[config.mk]
export PLATFORM = sky130hd
export DESIGN_NAME = sprite_rom_arbiter
export DESIGN_NICKNAME = d
export VERILOG_FILES = /design/src/rtl/sprite_rom_arbiter.sv
export SDC_FILE = /design/constraint.sdc
export NUM_CORES = 1
export LEC_CHECK = 0
export CORE_MARGIN = 4
export CORE_UTILIZATION = 40
export CTS_CLUSTER_DIAMETER = 80
export DETAILED_ROUTE_END_ITERATION = 8
export HOLD_SLACK_MARGIN = 0.05
export MAX_ROUTING_LAYER = met4
export PLACE_DENSITY = 0.81
export SLEW_MARGIN = 10
export SYNTH_ARGS = -nofsm -noshare
export SYNTH_HDL_FRONTEND = slang
export SYNTH_SLANG_ARGS = --single-unit
[constraint.sdc]
create_clock -name vga_pix_clk -period 2.7 [get_ports vga_pix_clk]
set_input_delay 0.405 -clock vga_pix_clk [delete_from_list [all_inputs] [get_ports vga_pix_clk]]
set_output_delay 0.405 -clock vga_pix_clk [all_outputs]
set_load 0.02 [all_outputs]
[src/rtl/sprite_rom_arbiter.sv]
// Round-robin arbiter that shares one sprite ROM between NUM_REQ pixel-pipeline requesters.
// Grants are issued in the request cycle; read data comes back tagged one-hot on rvalid.
module sprite_rom_arbiter #(
  parameter int unsigned NUM_REQ     = 4,
  parameter int unsigned ADDR_WIDTH  = 10,
  parameter int unsigned DATA_WIDTH  = 4,
  parameter int unsigned ROM_LATENCY = 1
) (
  input  logic                          vga_pix_clk,
  input  logic                          rst,
  input  logic                          frame_stb,
  input  logic [NUM_REQ-1:0]            req,
  input  logic [NUM_REQ*ADDR_WIDTH-1:0] addr,
  output logic [NUM_REQ-1:0]            gnt,
  output logic                          rom_en,
  output logic [ADDR_WIDTH-1:0]         rom_addr,
  input  logic [DATA_WIDTH-1:0]         rom_data,
  output logic [DATA_WIDTH-1:0]         rdata,
  output logic [NUM_REQ-1:0]            rvalid
);

  localparam int unsigned IdxW  = (NUM_REQ > 1) ? $clog2(NUM_REQ) : 1;
  localparam int unsigned Depth = ROM_LATENCY + 1;

  if (NUM_REQ < 2 || NUM_REQ > 8) begin : g_bad_num_req
    $error("sprite_rom_arbiter: NUM_REQ must be in 2..8");
  end
  if (ROM_LATENCY < 1 || ROM_LATENCY > 3) begin : g_bad_latency
    $error("sprite_rom_arbiter: ROM_LATENCY must be in 1..3");
  end

  logic [IdxW-1:0]             ptr_q;
  logic                        gnt_any;
  logic [IdxW-1:0]             gnt_idx;
  logic [IdxW-1:0]             cand;
  logic [Depth-1:0]            vld_q;
  logic [Depth-1:0][IdxW-1:0]  own_q;

  // Search starts one past the last winner so every held requester is served within NUM_REQ cycles.
  always_comb begin
    gnt     = '0;
    gnt_any = 1'b0;
    gnt_idx = ptr_q;
    cand    = ptr_q;
    for (int unsigned k = 1; k <= NUM_REQ; k++) begin
      cand = IdxW'((32'(ptr_q) + k) % NUM_REQ);
      if (!gnt_any && !rst && req[cand]) begin
        gnt_any = 1'b1;
        gnt_idx = cand;
      end
    end
    if (gnt_any) begin
      gnt[gnt_idx] = 1'b1;
    end
  end

  always_ff @(posedge vga_pix_clk or posedge rst) begin
    if (rst) begin
      ptr_q    <= IdxW'(NUM_REQ - 1);
      vld_q    <= '0;
      own_q    <= '0;
      rom_en   <= 1'b0;
      rom_addr <= '0;
    end else begin
      rom_en <= gnt_any;
      if (gnt_any) begin
        rom_addr <= addr[32'(gnt_idx) * ADDR_WIDTH +: ADDR_WIDTH];
      end
      // Owner pipeline lines up each issue with the cycle its ROM word appears.
      vld_q <= {vld_q[Depth-2:0], gnt_any};
      own_q <= {own_q[Depth-2:0], gnt_idx};
      if (frame_stb) begin
        ptr_q <= IdxW'(NUM_REQ - 1);
      end else if (gnt_any) begin
        ptr_q <= gnt_idx;
      end
    end
  end

  always_comb begin
    rvalid = '0;
    rdata  = '0;
    if (vld_q[Depth-1]) begin
      rvalid[own_q[Depth-1]] = 1'b1;
      rdata                  = rom_data;
    end
  end

endmodule
After elaboration in Yosys (flattened, before gate mapping)
Cells that the tools add are included.

word-level totals
  memory bits (writable) = 0
  word-level logic and storage cells = 59
  bits in latches = 0
  input port bits = 51
  memories = 0
  bits in read-only memories = 0
  flip-flop bits (word level) = 19
  output and inout port bits = 23

operators by class
  bitwise operators = 0
  shifts and indexed selects = 1
  $lt $le $gt $ge = 8
  multiply operators = 1
  add/subtract/negate cells = 4
  reductions and logical operators = 14
  equality and inequality tests = 0
  multiplexer cells = 25
  div/mod/pow operators = 0

operators with widths
  operator                                                                number
  40-bit by 7-bit indexed part select with 10-bit output                  1
  2-bit by 3-bit < comparator with 1-bit output (second input constant)   6
  2-bit two-way mux                                                       6
  4-bit two-way mux                                                       3
  1-bit two-way mux                                                       10
  1-bit logical AND                                                       9
  1-bit binary-select mux with 2-bit select                               4
  2-bit by 3-bit multiplier with 5-bit output (second input constant)     1
  2-bit by 1-bit adder with 2-bit output (second input constant)          2
  2-bit adder (second input constant)                                     2
  1-bit demux with 2-bit select                                           2
  2-bit by 1-bit >= comparator with 1-bit output (second input constant)  2
  1-bit logical NOT                                                       4
  2-bit nonzero test                                                      1

Logic depth before layout (Yosys ltp)
Gate-level depths: netlist of the first run.

  depth in word-level cells = 22
  mapped depth = 8
  gate-level depth less buffers = 7

Worst setup path after synthesis of the first run
OpenSTA, ideal clock, no wires.

  kind = input-to-output
  from = input port rst
  to = output port gnt[1]
  path buffers = 2
  slack = 398 ps
  data required time = 2295 ps
  cell stages on the path = 7
  data arrival time = 1897 ps
  path through = buf_2 > inv_1 > nand2_1 > inv_1 > nand2_1 > clkbuf_1 > nor2b_1

between the ends
  elaborated cells between the ends (all ways) = 25
  classes of those cells = 2 x order compare; 11 x mux; 12 x reduce/logical

RTL lines
  element                          line  source
  start, declared                  10    input logic rst,
  1-bit logical NOT (no line) (*)  n/a
  1-bit logical AND                47    if (!gnt_any && !rst && req[cand]) begin
  1-bit two-way mux                47
  1-bit logical NOT                47
  1-bit logical AND (2 in a row)   47
  1-bit two-way mux                47
  1-bit logical NOT                47
  1-bit logical AND (2 in a row)   47
  1-bit two-way mux                47
  1-bit logical NOT                47
  1-bit logical AND (2 in a row)   47
  1-bit two-way mux (*)            47
  net gnt_any                      33    logic gnt_any;
  4-bit two-way mux (*)            52    if (gnt_any) begin
  end, declared                    14    output logic [NUM_REQ-1:0] gnt,

The timed path passes the listed nets; every way through them passes the cells marked *.

Worst setup path in the final report of the first run
  from = input port req[3]
  to = output port gnt[0]

between the ends
  longest elaborated chain between the ends = 21
  elaborated cells between the ends (all ways) = 32
  classes of those cells = 2 x order compare; 19 x mux; 11 x reduce/logical

RTL lines
  element                                                                                                                                       line  source
  start, declared                                                                                                                               12    input logic [NUM_REQ-1:0] req,
  1-bit binary-select mux with 2-bit select                                                                                                     47
  1-bit two-way mux (implied by the code)                                                                                                       47
  1-bit logical AND                                                                                                                             47
  1-bit two-way mux                                                                                                                             47
  1-bit logical NOT                                                                                                                             47
  1-bit logical AND (2 in a row)                                                                                                                47
  1-bit two-way mux                                                                                                                             47
  1-bit logical NOT                                                                                                                             47
  [... 3 more ...]                                                                                                                              n/a
  1-bit logical NOT                                                                                                                             47
  1-bit logical AND (2 in a row)                                                                                                                47
  2-bit two-way mux                                                                                                                             47
  2-bit by 3-bit < comparator with 1-bit output (implied by the code) / 2-bit by 1-bit >= comparator with 1-bit output (equally long branches)  53    gnt[gnt_idx] = 1'b1;
  1-bit logical AND (implied by the code)                                                                                                       53
  1-bit two-way mux (implied by the code)                                                                                                       53
  1-bit demux with 2-bit select                                                                                                                 53
  4-bit two-way mux (*)                                                                                                                         52

Mark *: on every way between the ends. The rest lies on a longest branch, timed or not. The select of a mux whose other input is x is not followed.

==> impl_metrics.tcl, run 1 <==
set metrics [dict create \
    slew_headroom 0.719 \
    worstSetupStartpointType "input port" \
    vias 1684 \
    clock_sinks 18 \
    path_common_cell "buf_4" \
    synth_top_flop_cell "dfrtp_1" \
    fp.dieArea_sq_um 4700 \
    drt-pass1-iter-count 4 \
    antenna_left 0 \
    p_per_area_nw_per_um2 435 \
    tightest_slew_ns 0.422 \
    core_area_sq_um 3440 \
    grt_pass1_vias 1569 \
    rows 21 \
    grt-ovfl-total 0 \
    fin_area_sq_um 2490 \
    portBuffers 73 \
    critPathSlowestCell "clkdlybuf4s50_1" \
    syn_area_sq_um 1470 \
    critPathRequiredTime_ns 2.30 \
    r2r_slack_ns 0.55 \
    hold_viol_final 0 \
    cts_buffer_depth 2 \
    finalMaxSlewViolations 0 \
    place_ws_ns -0.255 \
    reg2regPathDepth 8 \
    synth_compound_area_frac 0.403 \
    fin_crit_sh 0.951 \
    wl_per_cell_microns 14.1 \
    worstSetupPathType "input port to output port" \
    synthSimpleGateAreaFrac 0.162 \
    die_w_microns 68.6 \
    hold_path_depth 0 \
    cp.arrival_ns 2.16 \
    nets 318 \
    r2r-end "rom_addr[7]" \
    synthMuxAreaShare 0.0750 \
    grtUsageTotal 0.196 \
    drv_cap 0 \
    setup_viol 0 \
    antennaDiodeCount 0 \
    status "completed" \
    end_kind "output port" \
    viasPerCell 5.40 \
    fmax_mhz 389 \
    path_depth 9 \
    ys_top_cells_by_area "dfrtp_1 27%, mux2i_1 7.5%, a22oi_1 6.1%" \
    total_power_mw 1.08 \
    yosysMostFrequentCell "nand2_1" \
    fin_setup_tns_ns 0 \
    synth-async-reset-ratio 1.00 \
    path_cells "clkdlybuf4s50_1 > nand2b_1 > a21oi_1 > nor3_1 > buf_4 > a21oi_4 > buf_4 > nor2_1 > dlygate4sd2_1" \
    drive_gt1_frac 0.165 \
    routabilityCongestion 0.834 \
    syn_nets 220 \
    syn_inst 169 \
    avgSynthCellArea_sq_um 8.68 \
    yosys_warnings 0 \
    numCtsBuffers 3 \
    period_needed_ns 2.57 \
    cts_tree "done" \
    worstHoldStart "own_q[0]" \
    root_buffer "clkbuf_8" \
    cp_num_buf_inv 4 \
    r2r_start "ptr_q[1]" \
    synth_edf_count 0 \
    synth_top_family_by_area "compound AO/OA/AOI/OAI gates" \
    antenna_found_initial 0 \
    rsz0062_at_grt "false" \
    wl_mm 4.41 \
    nFillCells 270 \
    ys_seq_area_frac 0.309 \
    htreeDepth 1 \
    clk_pin_slew_ns 0.06 \
    start_util 0.426 \
    ios 74 \
    vdd_drop_max_mv 0.208 \
    grt_max_degree 31 \
    holdPathEnd "own_q[2]" \
    drt_iter0_markers 83 \
    yosys.cell_types.count 39 \
    drc 0 \
    p_leak_nw 1.09 \
    grt_pass1_wl_mm 6.94 \
    netlist.area_leader.share 0.273 \
    synth_largest_area_cell "dfrtp_1" \
    place_area_sq_um 2440 \
    skew_ns 0.00216 \
    synth_fa_ha_area_frac 0 \
    ys_ff_latch 18 \
    clk_latency_ns 0.24 \
    critPathMaxStageDelay_ns 0.53 \
    syn2layout_area_growth_pct 69.8 \
    synth_common_cells "17 x nand2_1, 16 x dfrtp_1, 12 x a21oi_1, 12 x a22oi_1, 11 x mux2i_1" \
    path_delay_family "buffers and inverters" \
    hpwl_mm 3.62 \
    cp_max_fo 5 \
    cts_setup_buffers 0 \
    fp.dieH_microns 68.6 \
    setup_ws_ns 0.131 \
    hold_class "flop to flop" \
    synth_xor_xnor_area_share 0 \
]
-- area by class of cell --
class	instances	area, sq um	share of cell area
clock buffers	4	55.1	0.0221
inverters	6	22.5	0.00904
well taps	46	57.6	0.0231
flip-flops and latches	18	453	0.182
repair buffers	104	960	0.385
multi-input cells	134	945	0.379
-- cells by family (layout without fill, tap and decap cells) --
| logic type | count (synthesis) | count (layout) |
|---|---|---|
| mux | 11 | 11 |
| flops | 18 | 18 |
| buf+inv | 17 | 114 |
| compound gates | 76 | 76 |
| simple gates | 47 | 47 |
-- metal layers --
metal,global-route usage,wire (microns),vias up
li1,-,-,852
met1,0.267,1950,771
met2,0.313,2150,61
met3,0.0162,316,0
met4,0.0521,0,0
met5,-,0,-
-- state kept, by name (all words and copies together), names as in the netlist --
name	count
vld_q	2
own_q	4
ptr_q	2
rom_addr	10
-- metrics by stage --
step,instances,util,hold WS (ns)
floorplan,169,-,0.331
global placement,308,0.708,0.332
detailed placement,308,0.708,0.336
CTS,312,0.723,0.350
global route,312,0.724,0.363
finish,312,0.724,0.351
-- worst max-delay path by stage --
stage,slack (ns),end,start
after floorplan,0.40,gnt[1],rst
after global placement,-0.23,gnt[0],req[1]
after detailed placement,-0.25,gnt[0],req[1]
after CTS,0.04,gnt[0],req[0]
after global routing,0.02,gnt[2],req[3]
final,0.13,gnt[0],req[3]
-- cell usage in the layout, fill, tap and decap left out, types with 2 or more instances in the layout --
cell type,Yosys,final
nand2_1,17,17
a21oi_1,12,12
o21ai_0,3,3
dfstp_2,2,2
buf_4,0,31
and2_1,4,4
a221oi_1,10,10
clkdlybuf4s50_1,0,67
a22oi_1,12,12
a221o_1,2,2
nor2_1,8,8
nor3_1,2,2
a31oi_1,3,3
o21bai_1,7,7
mux2i_1,11,11
nor3b_1,4,3
a211oi_1,2,2
o211ai_1,7,7
clkbuf_8,0,4
and3_1,2,2
dlygate4sd2_1,0,5
o221ai_1,2,2
inv_1,6,6
nor2b_1,4,4
nand2b_1,2,2
a21o_1,2,2
a22o_1,7,7
dfrtp_1,16,16
-- timing repair --
action                     4_1_cts  5_1_grt
gates resized for setup          6        1
hold buffers                     0        0
setup endpoints to repair        4        1
-- report_power, final --
part / internal [mW] / leakage, nW / switching (mW)
Clock: 0.129 / 0.0288 / 0.0787
Combinational: 0.284 / 0.853 / 0.242
Sequential: 0.318 / 0.209 / 0.0325
Total: 0.732 / 1.09 / 0.353
Note: power is estimated with default switching activity, not from simulation.
==> run 2, diff against run 1 <==
Settings changed: SETUP_SLACK_MARGIN from default to 0.15.
==> run 2 against run 1 <==
  * Clock skew about the same
  * Sequential power about the same
  * Power increased by 0.86%
  * Non-clock buffer count increased by 3
  * Register-to-register slack got worse by 0.02 ns
  * Die area did not move
  * Largest cell class unchanged
  * Sequential cell count is the same
  * Global-route usage stayed put
  * Cell area rose by 1.1%
  * Clock-buffer cell count stayed put
  * Clock power hardly changed
  * Combinational power up 2%
==> impl_metrics.tcl, run 2 (synthesis results as in run 1) <==
set metrics [dict create \
    status "completed" \
    final_util 0.732 \
    cp.arrival_ns 2.15 \
    hold_viol_final 0 \
    ios 74 \
    drv_cap 0 \
    clk_latency_ns 0.25 \
    largest_register_ffs 10 \
    wl_per_cell_microns 14.5 \
    grt-ovfl-total 0 \
    total_power_mw 1.09 \
    fp.dieH_microns 68.6 \
    rsz0062_at_grt "true" \
    worstSetupPathType "input port to output port" \
    place_area_sq_um 2440 \
    wl_mm 4.56 \
    die_w_microns 68.6 \
    largest-register "rom_addr" \
    end_kind "output port" \
    drt_iter0_markers 81 \
    slew_headroom 0.685 \
    hpwl_mm 3.62 \
    fin_setup_tns_ns 0 \
    drt-pass1-iter-count 4 \
    layout_commonest_cell "clkdlybuf4s50_1" \
    grt_pass1_wl_mm 6.94 \
    tightest_slew_ns 0.461 \
    hold_buffers 0 \
    htreeDepth 1 \
    grt_max_degree 31 \
    fin_crit_sh 0.945 \
    core_area_sq_um 3440 \
    fmax_mhz 392 \
    grtUsageTotal 0.196 \
    grt_pass1_vias 1569 \
    p_per_area_nw_per_um2 434 \
    worstSetupStartpointType "input port" \
    cts_buffer_depth 2 \
    fp.dieArea_sq_um 4700 \
    drive_gt1_frac 0.193 \
    vias 1711 \
    drc 0 \
    final_cell_mix "67 x clkdlybuf4s50_1, 34 x buf_4, 17 x nand2_1, 16 x dfrtp_1, 12 x a22oi_1" \
    cp_max_fo 5 \
    finalMaxSlewViolations 0 \
    numCtsBuffers 3 \
    portBuffers 73 \
    clock_sinks 18 \
    fin_area_sq_um 2520 \
    setup_viol 0 \
    nets 321 \
    viasPerCell 5.43 \
    reg.largest.list "rom_addr (10), own_q (4)" \
    hold_ws_ns 0.351 \
    antennaDiodeCount 0 \
    vdd_drop_max_mv 0.208 \
    root_buffer "clkbuf_8" \
    routabilityCongestion 0.834 \
    syn2layout_area_growth_pct 71.6 \
    hold_class "flop to flop" \
    rows 21 \
    p_leak_nw 1.10 \
    cts_tree "done" \
    antenna_found_initial 0 \
    start_util 0.426 \
    antenna_left 0 \
    critPathRequiredTime_ns 2.30 \
    clk_pin_slew_ns 0.06 \
    skew_ns 0.00245 \
    period_needed_ns 2.55 \
]
-- run 2: routing by layer --
| metal | GRT usage | vias up | share of wire |
|---|---|---|---|
| li1 | - | 860 | - |
| met1 | 0.267 | 787 | 0.43 |
| met2 | 0.313 | 62 | 0.49 |
| met3 | 0.0162 | 2 | 0.068 |
| met4 | 0.0521 | 0 | 0.0035 |
| met5 | - | - | 0 |
-- run 2: area by class of cell --
cell class                 instances  area [sq um]
inverter                           6          22.5
clock buffer                       4          55.1
sequential                        18           453
tap                               46          57.6
multi-input combinational        134           953
timing repair buffer             107           977
fill                             264           923
-- run 2: power by group --
| part | leakage [nW] | switching [mW] | internal [mW] |
|---|---|---|---|
| Sequential | 0.209 | 0.0309 | 0.318 |
| Clock | 0.0288 | 0.0790 | 0.129 |
| Combinational | 0.860 | 0.247 | 0.289 |
-- run 2: path summary, 6_finish.rpt --
path,startpoint,endpoint,slack [ns],depth (start not counted)
min in group asynchronous,rst,own_q[1],0.81,4
setup reg to reg,ptr_q[1],rom_addr[1],0.53,8
hold / removal,own_q[0],own_q[2],0.35,0
max in group asynchronous,rst,ptr_q[1],1.64,4
hold reg to reg,own_q[0],own_q[2],0.35,0
setup / recovery,req[3],gnt[0],0.15,9
-- run 2: through the flow --
stage | std cells | setup slack [ns]
4_1_cts | 312 | 0.0375
5_1_grt | 315 | 0.0481
2_1_floorplan | 169 | 0.398
6_report | 315 | 0.149
3_5_place_dp | 308 | -0.255
3_3_place_gp | 308 | -0.228
-- run 2: timing repair --
| action | in CTS | in global routing |
|---|---|---|
| pin swaps | 0 | 0 |
| resized for setup | 10 | 7 |
| endpoints found under the setup margin | 4 | 4 |
| buffers inserted | 0 | 3 |
-- run 2: worst max-delay path: stages --
cell	delay, ns
clkdlybuf4s50_1	0.53
inv_1	0.07
buf_4	0.14
a211oi_4	0.21
nor2_2	0.07
a21oi_4	0.18
buf_4	0.18
nor2_1	0.04
dlygate4sd2_1	0.31
==> run 3, diff against run 2 <==
Settings changed: CTS_CLUSTER_DIAMETER 80 to 150, CTS_CLUSTER_SIZE from default to 40.
Clock period 2.7 ns to 2.6 ns, I/O delays scaled along.
==> run 3 against run 2 <==
  * First-iteration DRC count increased by 37%
  * Non-clock buffer count increased by 2
  * Highest routed layer is now met3
  * Worst setup slack improved by 0.099 ns
  * Clock skew increased by 0.0011 ns
  * Sequential share of layout area decreased by 0.15 points
  * Global-route usage increased by 1.1 points
  * Via count increased by 1.6%
  * Combinational power increased by 5.4%
  * Critical path depth decreased by 2
  * Largest power group unchanged
==> impl_metrics.tcl, run 3 (synthesis results as in run 1) <==
set metrics [dict create \
    grt_pass1_vias 1622 \
    end_kind "output port" \
    syn2layout_area_growth_pct 73.1 \
    setup_viol 0 \
    core_area_sq_um 3440 \
    vdd_drop_max_mv 0.224 \
    drt_iter0_markers 111 \
    total_power_mw 1.12 \
    grt-ovfl-total 0 \
    period_needed_ns 2.35 \
    fmax_mhz 425 \
    wl_per_cell_microns 14.7 \
    skew_ns 0.00357 \
    numCtsBuffers 3 \
    hold_buffers 0 \
    htreeDepth 1 \
    dpl.cell_count 310 \
    cts_tree "done" \
    clk_latency_ns 0.25 \
    finalMaxSlewViolations 0 \
    grtUsageTotal 0.206 \
    hpwl_mm 3.82 \
    fp.dieArea_sq_um 4700 \
    final_cell_mix "65 x clkdlybuf4s50_1, 35 x buf_4, 17 x nand2_1, 16 x dfrtp_1" \
    path_delay_family "flip-flops" \
    cp_max_fo 5 \
    status "completed" \
    largest_register_ffs 10 \
    path_cells "buf_4 > nor3b_2 > a211oi_4 > nor2_2 > a21oi_4 > nor2b_1 > clkdlybuf4s15_2" \
    largest-register "rom_addr" \
    vias 1739 \
    drc 0 \
    antenna_left 0 \
    tightest_slew_ns 0.492 \
    grt_max_degree 32 \
    grt_pass1_wl_mm 7.23 \
    portBuffers 73 \
    antennaDiodeCount 0 \
    worstSetupStartpointType "flop" \
    worstSetupPathType "flop to output port" \
    hold_class "flop to flop" \
    drt-pass1-iter-count 4 \
    fin_crit_sh 0.905 \
    critPathRequiredTime_ns 2.21 \
    start_util 0.426 \
    clock_sinks 18 \
    cp_num_buf_inv 2 \
    die_w_microns 68.6 \
    viasPerCell 5.49 \
    nets 323 \
    layout_commonest_cell "clkdlybuf4s50_1" \
    clk_pin_slew_ns 0.06 \
    drv_cap 0 \
    rows 21 \
    cts_buffer_depth 2 \
    finalNonFillerCells 317 \
    root_buffer "clkbuf_8" \
    cp.arrival_ns 1.96 \
    rsz0062_at_grt "false" \
    critPathSlowestCell "dfstp_2" \
    fp.dieH_microns 68.6 \
    routabilityCongestion 0.829 \
    reg.largest.list "rom_addr (10), own_q (4)" \
    drive_gt1_frac 0.199 \
    antenna_found_initial 0 \
    slew_headroom 0.664 \
    hold_viol_final 0 \
    p_per_area_nw_per_um2 441 \
    ios 74 \
    critPathMaxStageDelay_ns 0.58 \
    p_leak_nw 1.11 \
    wl_mm 4.65 \
]
-- run 3: layout make-up --
class	count	area [sq um]
clock buffers	4	45.0
fillers	260	902
inverters	6	22.5
multi-input cells	134	955
flip-flops and latches	18	453
well taps	46	57.6
repair buffers	109	1010
-- run 3: per-stage QoR --
| step | hold slack [ns] | TNS [ns] | cell area [sq um] | util | setup WS (ns) |
|---|---|---|---|---|---|
| 4_1_cts | 0.355 | 0 | 2520 | 0.734 | 0.147 |
| 6_report | 0.356 | 0 | 2540 | 0.738 | 0.248 |
| 3_5_place_dp | 0.340 | -1.22 | 2450 | 0.712 | -0.350 |
| 5_1_grt | 0.357 | 0 | 2540 | 0.738 | 0.144 |
| 2_1_floorplan | 0.331 | 0 | 1470 | - | 0.328 |
| 3_3_place_gp | 0.334 | -1.02 | 2450 | 0.712 | -0.298 |
-- run 3: timing repair --
item	CTS	global route
endpoints found under the setup margin	4	4
pin swaps	0	1
resized for setup	18	4
buffers inserted	1	2
-- run 3: layer usage --
layer,wire length (microns),share of wire,vias up,global-route usage
li1,-,-,864,-
met3,311,0.067,0,0.0146
met4,0,0,0,0.0521
met1,2040,0.44,804,0.270
met2,2300,0.49,71,0.347
met5,0,0,-,-
-- run 3: path summary, 6_finish.rpt --
check	endpoint	slack, ns	depth (start not counted)	from
min	own_q[3]	0.36	0	own_q[1]
max reg2reg	rom_addr[1]	0.44	7	ptr_q[1]
min reg2reg	own_q[3]	0.36	0	own_q[1]
max	gnt[1]	0.25	7	ptr_q[1]
min in group asynchronous	rom_addr[4]	0.56	5	rst
max in group asynchronous	ptr_q[1]	1.78	5	rst
-- run 3: worst register-to-register path, stage by stage, from the launching register on --
cell and delay [ns]:
dfstp_2 0.58, nand2b_1 0.13, a21oi_1 0.10, buf_4 0.16
o22a_1 0.29, a2111oi_0 0.54, buf_4 0.19, o31ai_1 0.05
-- run 3: power breakdown --
part,leakage [nW],internal (mW),total [mW],switching [mW]
clock network,0.0228,0.108,0.193,0.0845
registers,0.209,0.331,0.362,0.0311
logic,0.878,0.306,0.566,0.261
total,1.11,0.745,1.12,0.376
